`config.mk`:
```
export PLATFORM = sky130hd
export DESIGN_NAME = staged_control_unit
export DESIGN_NICKNAME = d
export VERILOG_FILES = /design/src/rtl/cpu_pkg.sv /design/src/rtl/opcode_decoder.sv /design/src/rtl/staged_control_unit.sv
export SDC_FILE = /design/constraint.sdc
export NUM_CORES = 1
export LEC_CHECK = 0
export CAP_MARGIN = 20
export CORE_ASPECT_RATIO = 0.6
export CORE_MARGIN = 1
export CORE_UTILIZATION = 25
export DETAILED_ROUTE_END_ITERATION = 10
export DONT_BUFFER_PORTS = 1
export GPL_ROUTABILITY_DRIVEN = 1
export PLACE_DENSITY = 0.38
export SLEW_MARGIN = 20
export SYNTH_ARGS = -nofsm -noshare
export SYNTH_HDL_FRONTEND = slang
export SYNTH_SLANG_ARGS = --single-unit
```
`constraint.sdc`:
```
create_clock -name CLK -period 2 [get_ports CLK]
set_input_delay 0.4 -clock CLK [delete_from_list [all_inputs] [get_ports CLK]]
set_output_delay 0.4 -clock CLK [all_outputs]
set_load 0.05 [all_outputs]
```
`src/rtl/cpu_pkg.sv`:
```
// rtl/cpu_pkg.sv - shared opcodes, ALU codes, FSM states and control bundle
package cpu_pkg;

  localparam logic [3:0] OP_LOADI = 4'd0;
  localparam logic [3:0] OP_MOV   = 4'd1;
  localparam logic [3:0] OP_AND   = 4'd2;
  localparam logic [3:0] OP_OR    = 4'd3;
  localparam logic [3:0] OP_ADD   = 4'd4;
  localparam logic [3:0] OP_SUB   = 4'd5;
  localparam logic [3:0] OP_J     = 4'd6;
  localparam logic [3:0] OP_BEQ   = 4'd7;
  localparam logic [3:0] OP_LWI   = 4'd8;
  localparam logic [3:0] OP_LWD   = 4'd9;
  localparam logic [3:0] OP_SWI   = 4'd10;
  localparam logic [3:0] OP_SWD   = 4'd11;

  localparam logic [2:0] ALU_FWD = 3'b000;
  localparam logic [2:0] ALU_ADD = 3'b001;
  localparam logic [2:0] ALU_AND = 3'b010;
  localparam logic [2:0] ALU_OR  = 3'b011;

  typedef enum logic [1:0] {
    ST_IDLE  = 2'd0,
    ST_FETCH = 2'd1,
    ST_EXEC  = 2'd2,
    ST_MEM   = 2'd3
  } state_t;

  typedef struct packed {
    logic [2:0] aluop;
    logic       we;
    logic       loadi;
    logic       sub;
    logic       j;
    logic       beq;
    logic       read;
    logic       write;
    logic       illegal;
  } ctrl_t;

  // Loads and stores are the only instructions that visit the data cache
  function automatic logic is_mem_op(input ctrl_t c);
    return c.read | c.write;
  endfunction

endpackage

```
`src/rtl/opcode_decoder.sv`:
```
// rtl/opcode_decoder.sv - combinational opcode to control-bundle decode
module opcode_decoder
  import cpu_pkg::*;
#(
  parameter int OP_W = 8
) (
  input  logic [OP_W-1:0] opcode,
  output ctrl_t           ctrl
);

  // Table lookup; opcodes past swd decode as an illegal nop with every enable low
  always_comb begin
    ctrl = '0;
    if (opcode > OP_W'(OP_SWD)) begin
      ctrl.illegal = 1'b1;
    end else begin
      case (opcode[3:0])
        OP_LOADI: begin ctrl.we = 1'b1; ctrl.loadi = 1'b1; end
        OP_MOV:   begin ctrl.we = 1'b1; end
        OP_AND:   begin ctrl.aluop = ALU_AND; ctrl.we = 1'b1; end
        OP_OR:    begin ctrl.aluop = ALU_OR;  ctrl.we = 1'b1; end
        OP_ADD:   begin ctrl.aluop = ALU_ADD; ctrl.we = 1'b1; end
        OP_SUB:   begin ctrl.aluop = ALU_ADD; ctrl.we = 1'b1; ctrl.sub = 1'b1; end
        OP_J:     begin ctrl.aluop = ALU_FWD; ctrl.j = 1'b1; end
        OP_BEQ:   begin ctrl.aluop = ALU_ADD; ctrl.sub = 1'b1; ctrl.beq = 1'b1; end
        OP_LWI:   begin ctrl.we = 1'b1; ctrl.loadi = 1'b1; ctrl.read = 1'b1; end
        OP_LWD:   begin ctrl.we = 1'b1; ctrl.read = 1'b1; end
        OP_SWI:   begin ctrl.loadi = 1'b1; ctrl.write = 1'b1; end
        OP_SWD:   begin ctrl.write = 1'b1; end
        default:  ctrl = '0;
      endcase
    end
  end

endmodule

```
`src/rtl/staged_control_unit.sv`:
```
// rtl/staged_control_unit.sv - multi-cycle fetch/decode/memory control FSM
module staged_control_unit
  import cpu_pkg::*;
#(
  parameter int INS_W      = 32,
  parameter int REG_COUNT  = 8,
  parameter int PC_W       = 32,
  parameter int INS_ADDR_W = 10,
  localparam int F_W       = INS_W / 4,
  localparam int RADDR_W   = $clog2(REG_COUNT)
) (
  input  logic                  CLK,
  input  logic                  RESET,
  input  logic [PC_W-1:0]       PC,
  output logic                  INS_READ,
  output logic [INS_ADDR_W-1:0] INS_ADDR,
  input  logic                  INS_BUSYWAIT,
  input  logic [INS_W-1:0]      INSTRUCTION,
  input  logic                  DATA_BUSYWAIT,
  output logic                  DEC_VALID,
  output logic [F_W-1:0]        OPCODE,
  output logic [RADDR_W-1:0]    READREG1,
  output logic [RADDR_W-1:0]    READREG2,
  output logic [RADDR_W-1:0]    WRITEREG,
  output logic [F_W-1:0]        IMMEDIATE,
  output logic signed [F_W-1:0] OFFSET,
  output logic [2:0]            ALUOP,
  output logic                  WRITEENABLE,
  output logic                  LOADI_signal,
  output logic                  SUB_signal,
  output logic                  J_signal,
  output logic                  BEQ_signal,
  output logic                  READ,
  output logic                  WRITE,
  output logic                  ILLEGAL,
  output logic                  STALL,
  output logic                  PC_UPDATE
);

  logic [F_W-1:0] ins_op, ins_dest, ins_src1, ins_src2;
  ctrl_t          dec_ctrl;
  logic           is_mem_dec, enter_fetch, mem_done;
  logic           unused_ok;

  state_t                state_q, state_d;
  logic [INS_ADDR_W-1:0] ins_addr_q, ins_addr_d;
  logic                  ins_read_q, ins_read_d;
  logic                  stall_q, stall_d;
  logic                  pc_update_q, pc_update_d;
  logic                  dec_valid_q, dec_valid_d;
  ctrl_t                 ctrl_q, ctrl_d;
  logic [F_W-1:0]        opcode_q, opcode_d;
  logic [F_W-1:0]        dest_q, dest_d;
  logic [RADDR_W-1:0]    src1_q, src1_d;
  logic [F_W-1:0]        src2_q, src2_d;

  assign ins_op    = INSTRUCTION[4*F_W-1 -: F_W];
  assign ins_dest  = INSTRUCTION[3*F_W-1 -: F_W];
  assign ins_src1  = INSTRUCTION[2*F_W-1 -: F_W];
  assign ins_src2  = INSTRUCTION[F_W-1:0];
  assign unused_ok = ^{PC[PC_W-1:INS_ADDR_W], ins_src1[F_W-1:RADDR_W]};

  opcode_decoder #(.OP_W(F_W)) u_decoder (
    .opcode (ins_op),
    .ctrl   (dec_ctrl)
  );

  // Next-state and next-output logic; outputs for a state are prepared on the edge that enters it
  always_comb begin
    state_d     = state_q;
    ins_addr_d  = ins_addr_q;
    ins_read_d  = ins_read_q;
    stall_d     = stall_q;
    pc_update_d = 1'b0;
    dec_valid_d = dec_valid_q;
    ctrl_d      = ctrl_q;
    opcode_d    = opcode_q;
    dest_d      = dest_q;
    src1_d      = src1_q;
    src2_d      = src2_q;
    enter_fetch = 1'b0;
    is_mem_dec  = is_mem_op(dec_ctrl);
    case (state_q)
      ST_IDLE: enter_fetch = 1'b1;
      ST_FETCH: begin
        if (!INS_BUSYWAIT) begin
          state_d     = ST_EXEC;
          ins_read_d  = 1'b0;
          dec_valid_d = 1'b1;
          ctrl_d      = dec_ctrl;
          // load write-back waits until the data cache returns
          ctrl_d.we   = dec_ctrl.we & ~is_mem_dec;
          stall_d     = is_mem_dec;
          pc_update_d = ~is_mem_dec;
          opcode_d    = ins_op;
          dest_d      = ins_dest;
          src1_d      = ins_src1[RADDR_W-1:0];
          src2_d      = ins_src2;
        end
      end
      ST_EXEC: begin
        if (is_mem_op(ctrl_q)) state_d = ST_MEM;
        else                   enter_fetch = 1'b1;
      end
      ST_MEM: begin
        if (!DATA_BUSYWAIT) enter_fetch = 1'b1;
      end
      default: state_d = ST_IDLE;
    endcase
    if (enter_fetch) begin
      state_d     = ST_FETCH;
      ins_addr_d  = PC[INS_ADDR_W-1:0];
      ins_read_d  = 1'b1;
      stall_d     = 1'b1;
      dec_valid_d = 1'b0;
      ctrl_d      = '0;
    end
  end

  // State and output registers, cleared asynchronously so requests drop the moment reset asserts
  always_ff @(posedge CLK or negedge RESET) begin
    if (!RESET) begin
      state_q     <= ST_IDLE;
      ins_addr_q  <= '0;
      ins_read_q  <= 1'b0;
      stall_q     <= 1'b0;
      pc_update_q <= 1'b0;
      dec_valid_q <= 1'b0;
      ctrl_q      <= '0;
      opcode_q    <= '0;
      dest_q      <= '0;
      src1_q      <= '0;
      src2_q      <= '0;
    end else begin
      state_q     <= state_d;
      ins_addr_q  <= ins_addr_d;
      ins_read_q  <= ins_read_d;
      stall_q     <= stall_d;
      pc_update_q <= pc_update_d;
      dec_valid_q <= dec_valid_d;
      ctrl_q      <= ctrl_d;
      opcode_q    <= opcode_d;
      dest_q      <= dest_d;
      src1_q      <= src1_d;
      src2_q      <= src2_d;
    end
  end

  // The data cache finishing releases the stall, retires the instruction and fires load write-back in the same cycle
  assign mem_done     = (state_q == ST_MEM) && !DATA_BUSYWAIT;
  assign STALL        = stall_q & ~mem_done;
  assign PC_UPDATE    = pc_update_q | mem_done;
  assign WRITEENABLE  = ctrl_q.we | (mem_done & ctrl_q.read);

  assign INS_READ     = ins_read_q;
  assign INS_ADDR     = ins_addr_q;
  assign DEC_VALID    = dec_valid_q;
  assign OPCODE       = opcode_q;
  assign READREG1     = src1_q;
  assign READREG2     = src2_q[RADDR_W-1:0];
  assign WRITEREG     = dest_q[RADDR_W-1:0];
  assign IMMEDIATE    = src2_q;
  assign OFFSET       = dest_q;
  assign ALUOP        = ctrl_q.aluop;
  assign LOADI_signal = ctrl_q.loadi;
  assign SUB_signal   = ctrl_q.sub;
  assign J_signal     = ctrl_q.j;
  assign BEQ_signal   = ctrl_q.beq;
  assign READ         = ctrl_q.read;
  assign WRITE        = ctrl_q.write;
  assign ILLEGAL      = ctrl_q.illegal;

endmodule

```
# Word-level counts from Yosys, hierarchy flattened
# Index checks and enable logic that the tools add are counted.
[word_totals] ff_bits=54 in_bits=68 out_inout_bits=58 wordCells=93
[classes] n_lt_le_gt_ge=1 n_eq_ne=17 n_mux=31 n_bitwise=10 n_reduce_logical=15
[ops] operator="$mux W11" count=3
[ops] operator="$mux W1" count=21
[ops] operator="$eq A4 B3 Y1 const B" count=4
[ops] operator="$eq A4 B4 Y1 const B" count=4
[ops] operator="$mux W9" count=1
[ops] operator="$eq A4 B2 Y1 const B" count=2
[ops] operator="$gt A8 B4 Y1 const B" count=1
[ops] operator="$reduce_or A8 Y1" count=1
[ops] operator="$mux W2" count=3
[ops] operator="$ne A3 B3 Y1 const B" count=2
[ops] operator="$pmux W2 S3" count=1
[ops] operator="$reduce_or A2 Y1" count=3
[ops] operator="$reduce_or A3 Y1" count=2
[ops] operator="$eq A2 B2 Y1 const B" count=2
[ops] operator="$eq A4 B1 Y1 const B" count=1
[ops] operator="$logic_not A4 Y1" count=1
[ops] operator="$or A1 B1 Y1" count=4
[ops] operator="$pmux W2 S2" count=1
[ops] operator="$reduce_and A2 Y1" count=2
[ops] operator="$and A1 B1 Y1" count=3
[ops] operator="$not A1 Y1" count=3
[ops] operator="$pmux W1 S3" count=1
[ops] operator="$reduce_and A3 Y1" count=1
[ops] operator="$reduce_bool A3 Y1" count=1
[ops] operator="6 further kinds" count=6

# Depth between registers and ports, before layout
[logic_depth] ltp_word=10 ltp_mapped=6 depth_no_buf=4

# By module
# From an unflattened synthesis, not the netlist that was laid out.
[hier_totals] cells_unflattened=161 hier_area_um2=2342.2
[by_module_without_submodules] module="staged_control_unit" n_inst=1 cells_each=140 area_per_inst_um2=2188.3 seq_area_each_um2=1351.3
[by_module_without_submodules] module="opcode_decoder" n_inst=1 cells_each=21 area_per_inst_um2=153.9 seq_area_each_um2=0.0

# Least setup slack after synthesis
# No wires, ideal clock.
[synth_timing] path_type="register to output" from="reg state_q[0]" to="out STALL" arrival_ns=1.401 required_time_ns=1.600 setup_slack_ns=0.199 stages_incl_launch_ff=4 path_buffers=1 path_cell_list="dfrtp_1 > buf_2 > and3b_1 > nor2b_1"
[synth_via] elab_chain_cells=4
[synth_rtl] element="start: declaration" line_no="staged_control_unit.sv:45" source="state_t state_q, state_d;"
[synth_rtl] element="start signal: assignment" line_no="staged_control_unit.sv:135" source="state_q <= state_d;"
[synth_rtl] element="$eq A2 B2 Y1" line_no="staged_control_unit.sv:150" source="assign mem_done = (state_q == ST_MEM) && !DATA_BUSYWAIT;"
[synth_rtl] element="$logic_and A1 B1 Y1" line_no="staged_control_unit.sv:150"
[synth_rtl] element="$not A1 Y1" line_no="staged_control_unit.sv:151" source="assign STALL = stall_q & ~mem_done;"
[synth_rtl] element="$and A1 B1 Y1" line_no="staged_control_unit.sv:151"
[synth_rtl] element="end: declaration" line_no="staged_control_unit.sv:36" source="output logic STALL,"
# No other way between the ends.

# Worst setup path in the final report
[layout_timing] from="reg state_q[0]" to="out WRITEENABLE"
[layout_via] elab_chain_cells=4
[layout_rtl] element="$eq A2 B2 Y1" line_no="staged_control_unit.sv:150"
[layout_rtl] element="$logic_and A1 B1 Y1" line_no="staged_control_unit.sv:150"
[layout_rtl] element="$and A1 B1 Y1" line_no="staged_control_unit.sv:153" source="assign WRITEENABLE = ctrl_q.we | (mem_done & ctrl_q.read);"
[layout_rtl] element="$or A1 B1 Y1" line_no="staged_control_unit.sv:153"
[layout_rtl] element="end: declaration" line_no="staged_control_unit.sv:28" source="output logic WRITEENABLE,"
# No other way between the ends.

==> impl_metrics.tcl <==
set metrics [dict create \
    synth.distinct_cells 34 \
    htreeDepth 2 \
    post_drt_wl_per_cell_microns 15.79 \
    postSynthRegisterBits 53 \
    status "complete, no violations" \
    cts_tree "built" \
    crit_slowest_cell "dfrtp_1" \
    cp-end-kind "output pin" \
    setup_viol 0 \
    cp.required_ns 1.60 \
    min_period_ns 1.893 \
    synthTopCellsByCount "84 x nand2_1, 53 x dfrtp_1, 9 x buf_4" \
    p_per_area_mw_per_mm2 2093 \
    multi_input_area_sq_um 784.5 \
    grt_max_degree 54 \
    final_max_slew_viol_count 0 \
    drt_iter0_markers 58 \
    seq_area_sq_mm 0.001326 \
    worstHoldPathCells 1 \
    cts_max_path_buffers 2 \
    rsz0062_at_grt "false" \
    num_antenna_cells 0 \
    syn_to_final_growth_pct 13.99 \
    tns_ns 0 \
    root_buffer "clkbuf_16" \
    gr-total-overflow 0 \
    fillers 899 \
    ctsResizeCount 0 \
    p_total_mw 5.356 \
    synthFlopType "dfrtp_1" \
    ys_seq_area_share_pct 59.09 \
    wl_mm 5.321 \
    drc 0 \
    synthDominantCellAreaShare_pct 59.09 \
    setup_slack_ns 0.1072 \
    reg2reg_slack_ns 0.30 \
    critPathMaxFanout 8 \
    post-synth-top-count-cell "nand2_1" \
    fmax_mhz 528.3 \
    grt_usage_pct 12.07 \
    synth_area_leader_cell "dfrtp_1" \
    min_to "ALUOP[1]" \
    hpwl_mm 3.635 \
    syn-cell-area_sq_mm 0.002245 \
    tightest_slew_ns 0.4999 \
    ys_warn_count 0 \
    grtUsageMet2_pct 16.70 \
    grt_antenna_before_repair 0 \
    async_flop_share_pct 100.0 \
    syn_avg_cell_area_sq_um 10.20 \
    rr_startpoint "state_q[0]" \
    r2r_cells 3 \
    placed_cells 327 \
    path_class "reg2out" \
    antenna_left 0 \
    worst_ep_arrival_time_ns 1.49 \
    finalClockSkew_ns 0.006211 \
    synth_cells 220 \
    cap_violations 0 \
    grt_pass1_wl_mm 8.562 \
    grtUsageMet3_pct 6.180 \
    crit_path_start_kind "register" \
    ios 126 \
    clock_latency_ns 0.29 \
    ir_drop_uv 532.9 \
    hold_path.class "in2reg" \
    firstDrtPassIters 4 \
    grtUsageMet1_pct 16.69 \
    r2r-end "INS_ADDR[8]" \
    fin_area_sq_mm 0.002559 \
    dieArea_sq_mm 0.009374 \
    place.port_buffers 0 \
    die-height_microns 75.40 \
    clock-sinks 53 \
    postPlaceCellArea_sq_mm 0.002382 \
    critPathLaunch "state_q[0]" \
    critPathMaxStageDelay_ns 0.51 \
    routed_via_density 4.383 \
    top_usage_layer "met2" \
    max_slew_margin_pct 66.56 \
    cellLeakagePower_nw 1.236 \
    gp_congestion 0.6766 \
    synthTopCellsByArea "dfrtp_1 59%, nand2_1 14%, mux2_2 3.5%" \
    nets 292 \
    period_share_pct 94.64 \
    final_cells 337 \
    syn-num-nets 288 \
    clk_pin_slew_ns 0.07 \
    core.rowCount 26 \
    vias 1477 \
    core_sq_mm 0.008621 \
    die_w_microns 124.3 \
    layout-drive-gt1-share_pct 17.33 \
    min_from "INSTRUCTION[27]" \
    cts_buffers 5 \
    grt_pass1_vias 1533 \
    start_util_pct 26.04 \
    hold_viol 0 \
    path_cells "and3b_1 > a21o_1" \
    synth_edf_count 0 \
    place_ws_ns 0.3323 \
]
[cells by family after synthesis]
family | share of synthesized area (%)
flip-flops | 59.09
multiplexers | 5.964
AO/OA/AOI/OAI | 8.584
other | 0.1671
AND/OR/NAND/NOR | 19.96
buffers and inverters | 6.242
[worst max-delay path by stage]
stage                       end  slack [ns]
floorplan                 STALL        0.20
global placement    INS_ADDR[8]        0.31
detailed placement  INS_ADDR[3]        0.33
CTS                 WRITEENABLE        0.09
global route        WRITEENABLE        0.03
finish              WRITEENABLE        0.11
[layout make-up]
class	count	area share, %
sequential	53	51.83
multi-input combinational	142	30.66
timing repair buffer	17	5.868
tap	112	5.477
clock buffer	6	5.037
inverter	5	0.7335
clock inverter	2	0.3912
[metal layers]
layer  routed length (microns)  vias to the layer above
li1                          -                      711
met1                      2646                      699
met2                      2100                       62
met3                       544                        5
met4                        31                        0
met5                         0                        -
[sequential cells by signal, indices dropped and copies added (netlist names), 2 cells and up]
signal     cells
INS_ADDR      10
IMMEDIATE      8
READREG1       3
OPCODE         8
ALUOP          2
state_q        2
OFFSET         8
[power by group]
part / internal (mW) / leakage (nW) / switching, mW / total (mW)
sequential: 1.47 / 0.658 / 1.50 / 2.97
combinational: 0.492 / 0.508 / 1.05 / 1.54
clock: 0.461 / 0.0706 / 0.385 / 0.847
total: 2.43 / 1.24 / 2.93 / 5.36
[placed cells by master (no fill, tap or decap), drive strengths merged, types with 2 or more instances in the layout]
| cell | count |
|---|---|
| a21o | 2 |
| a21oi | 4 |
| a22o | 2 |
| a32o | 2 |
| buf | 16 |
| clkbuf | 6 |
| clkinv | 2 |
| dfrtp | 53 |
| inv | 5 |
| mux2 | 10 |
| nand2 | 84 |
| nand2b | 2 |
| nand4 | 2 |
| nor2 | 8 |
| nor2b | 2 |
| o21ai | 3 |
| o22ai | 5 |
| o2bb2ai | 3 |
[repair_timing]
item / in CTS / in global routing
hold endpoints to repair: 53 / 0
buffers inserted: 0 / 0
hold buffers: 2 / 0
[worst max-delay path: cells and delay by family (launching register included)]
kind               cells  cell delay [ns]
DFF                    1             0.51
AOI/OAI and AO/OA      1             0.42
and+or+nand+nor        1             0.27
[metrics by stage]
step | hold WS (ns) | utilization [%]
2_1_floorplan | 0.1044 | -
3_3_place_gp | 0.1054 | 27.63
3_5_place_dp | 0.1059 | 27.63
4_1_cts | 0.1858 | 29.68
5_1_grt | 0.1876 | 29.68
6_report | 0.1947 | 29.68
Power figures use the tool's default switching activity.
